$ cat config.mk
export PLATFORM = sky130hd
export DESIGN_NAME = telem_pcm_formatter
export DESIGN_NICKNAME = d
export VERILOG_FILES = /design/src/rtl/telem_pcm_formatter.sv
export SDC_FILE = /design/constraint.sdc
export NUM_CORES = 1
export LEC_CHECK = 0
export CAP_MARGIN = 20
export CORE_MARGIN = 10
export CORE_UTILIZATION = 55
export DETAILED_ROUTE_END_ITERATION = 10
export GPL_TIMING_DRIVEN = 0
export PLACE_DENSITY = 0.75
export SLEW_MARGIN = 20
export SYNTH_ARGS = -nofsm -noshare
export SYNTH_HDL_FRONTEND = slang
export SYNTH_SLANG_ARGS = --single-unit
export TNS_END_PERCENT = 5
$ cat constraint.sdc
create_clock -name SIM_CLK -period 2.4 [get_ports SIM_CLK]
set_clock_uncertainty 0.05 [all_clocks]
set_input_delay 0.72 -clock SIM_CLK [delete_from_list [all_inputs] [get_ports SIM_CLK]]
set_output_delay 0.72 -clock SIM_CLK [all_outputs]
set_load 0.02 [all_outputs]
$ cat src/rtl/telem_pcm_formatter.sv
// Assembles Z7-sampled discrete nibbles into words, buffers them, and serializes sync-prefixed PCM frames.
// Optional feature macro: TELEM_PARITY_EN appends one odd-parity bit after each data word.
module telem_pcm_formatter #(
  parameter int         NIBBLES    = 6,
  parameter int         FIFO_DEPTH = 4,
  parameter logic [7:0] SYNC       = 8'hE2
) (
  input  logic                              SIM_CLK,
  input  logic                              SIM_RST,
  input  logic                              Z7,
  input  logic                              DLS,
  input  logic                              DC3R,
  input  logic                              DC4R,
  input  logic                              DDC1R,
  input  logic                              DDC2R,
  input  logic                              PCM_RDY,
  output logic                              PCM_VLD,
  output logic                              PCM_BIT,
  output logic                              PCM_FRM,
  output logic                              OVF,
  output logic [$clog2(FIFO_DEPTH+1)-1:0]   WCNT
);

  localparam int WW = 4 * NIBBLES;
  localparam int FW = 8 + WW;
  localparam int CW = $clog2(FIFO_DEPTH + 1);
  localparam int AW = (FIFO_DEPTH > 1) ? $clog2(FIFO_DEPTH) : 1;
  localparam int NW = (NIBBLES > 1) ? $clog2(NIBBLES) : 1;
  localparam int BW = $clog2((WW > 8) ? WW : 8);

  typedef enum logic [1:0] {S_IDLE, S_SYNC, S_DATA, S_PAR} state_t;

  function automatic logic [AW-1:0] ptr_inc(input logic [AW-1:0] p);
    return (p == AW'(FIFO_DEPTH - 1)) ? '0 : p + AW'(1);
  endfunction

`ifdef TELEM_PARITY_EN
  function automatic logic odd_parity(input logic [WW-1:0] w);
    return ~^w;
  endfunction
`endif

  // Stage p0: nibble assembler
  logic [3:0]    nib;
  logic [WW-1:0] word_p0, word_nx;
  logic [NW-1:0] ncnt_p0;
  logic          dls_p0, cap, push;

  assign nib     = {DDC1R, DDC2R, DC3R, DC4R};
  assign cap     = Z7 & DLS;
  assign word_nx = {word_p0[WW-5:0], nib};
  assign push    = cap && (ncnt_p0 == NW'(NIBBLES - 1));

  always_ff @(posedge SIM_CLK or posedge SIM_RST) begin
    if (SIM_RST) begin
      ncnt_p0 <= '0;
      dls_p0  <= 1'b0;
    end else begin
      dls_p0 <= DLS;
      if (cap)
        ncnt_p0 <= push ? '0 : ncnt_p0 + NW'(1);
      else if (dls_p0 && !DLS && ncnt_p0 != '0)
        ncnt_p0 <= '0;
    end
  end

  always_ff @(posedge SIM_CLK) begin
    if (cap) word_p0 <= word_nx;
  end

  // Word FIFO between assembler and serializer
  logic [WW-1:0] mem [FIFO_DEPTH];
  logic [AW-1:0] wptr, rptr;
  logic [CW-1:0] fcnt;
  logic          full, empty, push_ok, pop, ovf_q;

  assign full    = (fcnt == CW'(FIFO_DEPTH));
  assign empty   = (fcnt == '0);
  assign push_ok = push & ~full;
  assign OVF     = ovf_q;
  assign WCNT    = fcnt;

  always_ff @(posedge SIM_CLK or posedge SIM_RST) begin
    if (SIM_RST) begin
      wptr  <= '0;
      rptr  <= '0;
      fcnt  <= '0;
      ovf_q <= 1'b0;
    end else begin
      if (push_ok) wptr <= ptr_inc(wptr);
      if (pop)     rptr <= ptr_inc(rptr);
      case ({push_ok, pop})
        2'b10:   fcnt <= fcnt + CW'(1);
        2'b01:   fcnt <= fcnt - CW'(1);
        default: fcnt <= fcnt;
      endcase
      if (push && full) ovf_q <= 1'b1;
    end
  end

  always_ff @(posedge SIM_CLK) begin
    if (push_ok) mem[wptr] <= word_nx;
  end

  // Stage p1: frame serializer
  state_t        state_p1, state_nx;
  logic [BW-1:0] bcnt_p1, bcnt_nx;
  logic [FW-1:0] frame_p1;
  logic          xfer, frame_done;
`ifdef TELEM_PARITY_EN
  logic          par_p1;
`endif

  assign PCM_VLD = (state_p1 != S_IDLE);
  assign xfer    = PCM_VLD & PCM_RDY;
  assign PCM_FRM = (state_p1 == S_SYNC) && (bcnt_p1 == '0);

  always_comb begin
    state_nx   = state_p1;
    bcnt_nx    = bcnt_p1;
    pop        = 1'b0;
    frame_done = 1'b0;
    case (state_p1)
      S_IDLE: if (!empty) begin
        pop      = 1'b1;
        state_nx = S_SYNC;
        bcnt_nx  = '0;
      end
      S_SYNC: if (xfer) begin
        if (bcnt_p1 == BW'(7)) begin
          state_nx = S_DATA;
          bcnt_nx  = '0;
        end else begin
          bcnt_nx = bcnt_p1 + BW'(1);
        end
      end
      S_DATA: if (xfer) begin
        if (bcnt_p1 == BW'(WW - 1)) begin
`ifdef TELEM_PARITY_EN
          state_nx = S_PAR;
          bcnt_nx  = '0;
`else
          frame_done = 1'b1;
`endif
        end else begin
          bcnt_nx = bcnt_p1 + BW'(1);
        end
      end
      S_PAR: if (xfer) frame_done = 1'b1;
      default: state_nx = S_IDLE;
    endcase
    // Chain straight into the next frame when a word is already waiting
    if (frame_done) begin
      bcnt_nx = '0;
      if (!empty) begin
        pop      = 1'b1;
        state_nx = S_SYNC;
      end else begin
        state_nx = S_IDLE;
      end
    end
  end

  always_ff @(posedge SIM_CLK or posedge SIM_RST) begin
    if (SIM_RST) begin
      state_p1 <= S_IDLE;
      bcnt_p1  <= '0;
    end else begin
      state_p1 <= state_nx;
      bcnt_p1  <= bcnt_nx;
    end
  end

  always_ff @(posedge SIM_CLK) begin
    if (pop) begin
      frame_p1 <= {SYNC, mem[rptr]};
`ifdef TELEM_PARITY_EN
      par_p1   <= odd_parity(mem[rptr]);
`endif
    end else if (xfer) begin
      frame_p1 <= {frame_p1[FW-2:0], 1'b0};
    end
  end

  always_comb begin
    PCM_BIT = 1'b0;
    if (state_p1 == S_SYNC || state_p1 == S_DATA) PCM_BIT = frame_p1[FW-1];
`ifdef TELEM_PARITY_EN
    if (state_p1 == S_PAR) PCM_BIT = par_p1;
`endif
  end

endmodule
======== After elaboration in Yosys (flattened, before gate mapping) ========
Memory sizes are Yosys's and may differ from the RTL's.
Cells that the tools add are included.
cells by class
  mux-type cells .......................... 32
  divide/modulo/power cells ............... 0
  multipliers ............................. 0
  eq/ne operators ......................... 16
  bitwise logic cells ..................... 4
  reduce and logical (&&, ||, !) cells .... 19
  shift operators ......................... 0
  magnitude comparators ................... 0
  $add $sub $neg .......................... 6
operator list
  cell                 count
  $mux 24              2
  $mux 5               6
  $pmux 5 s3           1
  $mux 2               6
  $ne 3x3->1 const B   4
  $mux 1               11
  $eq 2x2->1 const B   5
  $mux 3               3
  $reduce_bool 2->1    4
  $add 3x1->3 const B  2
  $eq 3x3->1 const B   2
  $pmux 3 s2           1
  $reduce_bool 3->1    2
  $add 5x1->5 const B  1
  $eq 5x3->1 const B   1
  $eq 5x5->1 const B   1
  $logic_and 1x1->1    5
  $logic_not 5->1      1
  $reduce_and 5->1     1
  $add 2x1->2 const B  2
  $eq 2x1->1 const B   2
  $pmux 2 s2           1
  $reduce_and 4->1     1
  $reduce_bool 4->1    1
  other kinds (9)      11
storage, ports and cells
  flip-flop bits (word level) ............. 71
  output and inout bits ................... 7
  latch bits .............................. 0
  memory bits (writable) .................. 96
  bits in read-only memories .............. 0
  memories kept ........................... 1
memory list
  memory  depth  width  rd ports  clocked after memory_dff  wr ports  line  source
  mem     4      24     1         0                         1         72    logic [WW-1:0] mem [FIFO_DEPTH];

======== Depth between registers and ports, before layout ========
  word-level depth ........................ 7
  depth in mapped cells ................... 13

======== Worst setup path after synthesis ========
No wires, ideal clock.
  path kind ............................... input to register
  start ................................... in DLS
  end ..................................... mem mem[3][0] in the netlist's numbering, enable pin
  data required time ...................... 1967 ps
  buffers on the path ..................... 1
  arrival ................................. 2352 ps
  cell stages on the path ................. 5
  slack ................................... -385 ps
  cell sequence ........................... and2_1 clkbuf_2 nand3_1 a21oi_1 and2_1
between the ends
  word-level cells in the longest chain between the ends .. 5
ends and longest elaborated chain
  item                          line  source
  start, declared               11    input logic DLS,
  $and 1x1->1                   50    assign cap = Z7 & DLS;
  net cap                       47    logic dls_p0, cap, push;
  $logic_and 1x1->1             52    assign push = cap && (ncnt_p0 == NW'(NIBBLES - 1));
  $and 1x1->1                   79    assign push_ok = push & ~full;
  $mux 1                        102   if (push_ok) mem[wptr] <= word_nx;
  $mux 1 (implied by the code)  102
  end, declared                 72
The timed path passes the listed nets, and every way through them passes these cells.

======== Final worst setup path ========
  start ................................... reg bcnt_p1[0]
  end ..................................... reg fcnt[2], in the netlist WCNT[2]
between the ends
  word-level cells in the longest chain between the ends .. 7
  elaborated cells on any way between the ends .. 9
ends and longest elaborated chain
  item                                                    line  source
  start, declared                                         107   logic [BW-1:0] bcnt_p1, bcnt_nx;
  start signal, assigned                                  170   bcnt_p1 <= bcnt_nx;
  $eq 5x5->1 *                                            138   if (bcnt_p1 == BW'(WW - 1)) begin
  $mux 1 *                                                138
  $mux 1 *                                                137   S_DATA: if (xfer) begin
  $pmux 1 s2 *                                            123   case (state_p1)
  $mux 1 *                                                153   if (frame_done) begin
  $eq 2x1->1 / $eq 2x2->1 (equally long branches)         92    case ({push_ok, pop})
  $pmux 3 s2 / $reduce_bool 2->1 (equally long branches)  --
  end signal, assigned                                    93    2'b10: fcnt <= fcnt + CW'(1);
  end signal, assigned                                    94    2'b01: fcnt <= fcnt - CW'(1);
  end signal, assigned                                    95    default: fcnt <= fcnt;
  end, declared                                           74    logic [CW-1:0] fcnt;
Every way passes the cells marked *; elsewhere a longest branch is shown, timed or not.
A chain may end at the register's enable or synchronous reset.

==> metrics.txt <==
CTS tree done; clock root buffer clkbuf_16; worst slew pin tran 0.769 ns; CP required 2.69 ns; Congestion Overflow GR 0; flops & latches, synth around 170; register area share after synthesis 0.717; Nets ~450; fin crit share 0.996; Max IR drop VDD around 0.00073 V; pre-CTS setup slack -0.835 ns; crit end category flop; post-placement cell area about 7100 µm²; First-pass DRT Iterations 5; antenna violations before repair 0; Buf/Inv on CP 2; Tot GR Track Use 0.143; Synth-to-Final Area Change 18.9%; fraction of registers with async set/reset 0.114; Rows 40; fill count between 700 and 800; final worst setup slack between 0.009 and 0.01 ns; fmax ~0.42 GHz; # IOs 16; DRC 0; CTS H-tree lvls 4; global-route wire length before repair about 18000 µm; hold buffers post-CTS 0; via count 3300; Worst path max stage delay roughly 0.43 ns; number of slew-limit violations in the final report 0; WL/cell between 20 and 25 µm; DIE WIDTH 131 µm; final instance area 8030 µm²; total routed wirelength between 10000 and 15000 µm; TritonCTS sink count roughly 170; Detailed Place HPWL slightly below 7000 µm; Setup Viol. Count Final 0; outcome complete, no violations; Final Hold Viols 0; clock-pin transition on the worst setup and hold timing paths about 0.06 ns; Syn. warnings 0; critical path's top delay family adder cells; vias in the first global route approximately 3300; Num CTS Buffers 17; Critical-path top delay cell dfrtp_1; RSZ-0062 raised after global routing yes; crit path DAT 2.68 ns; syn_nets a little under 400; relative slew slack 0.487; clk buf depth 2; Max FO, Critical Path 9; max cap viols 0; Die H about 130 µm; Netlist cell types 50; ys flop type edfxtp_1; Gate Count Post-Synth ~360; Worst Hold Class flop to flop; Lkg Pwr around 2.9 nW; layout cell share with drive strength beyond 1 0.324; latest clock arrival within the worst-skew pair 0.42 ns; crit-path cells ha_4 -> nand3b_1 -> or2_1 -> a21o_4 -> clkinv_8 -> ha_4 -> inv_1 -> fa_2 -> xor2_1 -> nor2_1 -> xor2_1; largest net degree at the start of global routing 27; Initial Utilization 0.562; EDFF count, synth between 100 and 150; CP Class flop to flop; CP Launch Type flop; # port buffers 15; core region area between 10000 and 15000 µm²; synthesized area between 6000 and 7000 µm²; Mean Syn Cell Area about 19 µm²; DIE AREA about 17000 µm²; GPL Wtd Cong between 0.7 and 0.8; diodes inserted 0; post-layout min period 2.39 ns; Detail Route Antenna Nets 0; DRT iter0 DRCs roughly 240; PwrDens between 1000 and 1500 nW/µm²; Via-to-Cell Ratio ~5.7
## registers in the layout (all words and copies together) (netlist names), 2 cells and up
register  flops
WCNT          3
bcnt_p1       5
frame_p1     32
mem          96
ncnt_p0       3
rptr          2
state_p1      2
word_p0      20
wptr          2
## layout make-up
type	count	area, µm²	share of cell area
clock buffers	18	429	0.0534
multi-input cells	167	1870	0.233
well taps	147	184	0.0229
clock inverters	13	201	0.0251
plain buffers	11	100	0.0125
flip-flops and latches	167	4840	0.603
inverters	17	76.3	0.00950
repair buffers	39	330	0.0411
## per-stage QoR
stage	power, W	hold WS [ns]	cells	utilization	TNS [ns]
final	0.00986	0.398	579	0.669	0
after global placement	0.00663	0.385	525	0.593	-100.84
after global routing	0.0103	0.435	579	0.669	-0.998
after detailed placement	0.00674	0.399	525	0.593	-105.05
after floorplan	0.00607	0.381	363	-	-0.0395
after CTS	0.00969	0.405	556	0.649	-0.664
## routing by layer
layer	wire [µm]	GRT usage	part of all wire	vias to the layer above
met5	0	0	0	-
met2	6240	0.234	0.53	54
met4	164	0.0667	0.014	0
met1	5010	0.174	0.43	1716
met3	329	0.0391	0.028	10
li1	-	-	-	1520
## cells by family (layout without fill, tap and decap cells)
| group | Yosys count | count (layout) | share of synthesized area |
|---|---|---|---|
| multiplexers | 52 | 52 | 0.140 |
| buffers and inverters | 29 | 98 | 0.0241 |
| XOR/XNOR | 3 | 3 | 0.00389 |
| adder cells (fa/ha/maj) | 16 | 16 | 0.0308 |
| AO/OA/AOI/OAI | 27 | 27 | 0.0317 |
| AND/OR/NAND/NOR | 69 | 69 | 0.0532 |
| flip-flops | 167 | 167 | 0.717 |
## report_power, final
| part | internal, W | leakage, nW | switching (W) |
|---|---|---|---|
| Combinational | 0.00162 | 0.997 | 0.00136 |
| Sequential | 0.00371 | 1.59 | 0.000289 |
| Clock | 0.00184 | 0.304 | 0.00105 |
| Total | 0.00717 | 2.89 | 0.00269 |
## what timing repair did
item                       CTS  global route
gates resized for setup     22            21
setup endpoints to repair  125           130
setup buffers                0            23
gates cloned                 0             1
pin swaps                    0             5
## worst reg2reg max path: stages, from the launching register on
cell      delay, ns
dfrtp_1        0.43
ha_4           0.18
nand3b_1       0.14
or2_1          0.27
a21o_4         0.24
clkinv_8       0.07
ha_4           0.13
inv_1          0.05
fa_2           0.33
xor2_1         0.15
nor2_1         0.12
xor2_1         0.16
## cell usage in the layout, fill, tap and decap left out, types with 3 or more instances in the layout
cell type        instances
nand2b_1                 3
o21ai_0                  4
nand2_1                 24
mux2_2                   3
nor2_1                   6
dfrtp_1                 18
a21oi_1                  6
buf_2                    3
ha_1                     9
mux4_2                  24
and2_4                   5
edfxtp_1               140
buf_4                   23
nand3_1                  8
inv_2                    3
clkdlybuf4s50_1         10
inv_1                   13
clkbuf_16               18
bufinv_16                5
clkbuf_1                 5
dfxtp_1                  8
clkinv_2                 3
a22o_1                   3
ha_4                     4
mux2_4                  24
## final timing paths
kind / from / to / slack [ns] / depth (start not counted)
worst min-delay path: frame_p1[25] / frame_p1[26] / 0.40 / 2
worst min register to register: frame_p1[25] / frame_p1[26] / 0.40 / 2
worst max register to register: bcnt_p1[0] / WCNT[2] / 0.009 / 11
max in group asynchronous: SIM_RST / state_p1[1] / 1.08 / 2
min in group asynchronous: SIM_RST / OVF / 0.69 / 2
worst max-delay path: bcnt_p1[0] / WCNT[2] / 0.009 / 11
## synth_stat cells, drive strengths merged, types with 3 or more instances
cell type	n	share of area
a21oi	7	0.0052
a22o	3	0.0039
and2	7	0.0065
buf	6	0.010
clkbuf	6	0.0035
dfrtp	19	0.070
dfxtp	8	0.024
edfxtp	140	0.62
ha	15	0.028
inv	16	0.0089
mux2	27	0.058
mux4	24	0.080
nand2	25	0.014
nand2b	4	0.0037
nand3	9	0.0067
nor2	6	0.0033
o21ai	4	0.0030
or2	3	0.0028
(Power assumes the default switching activity.)
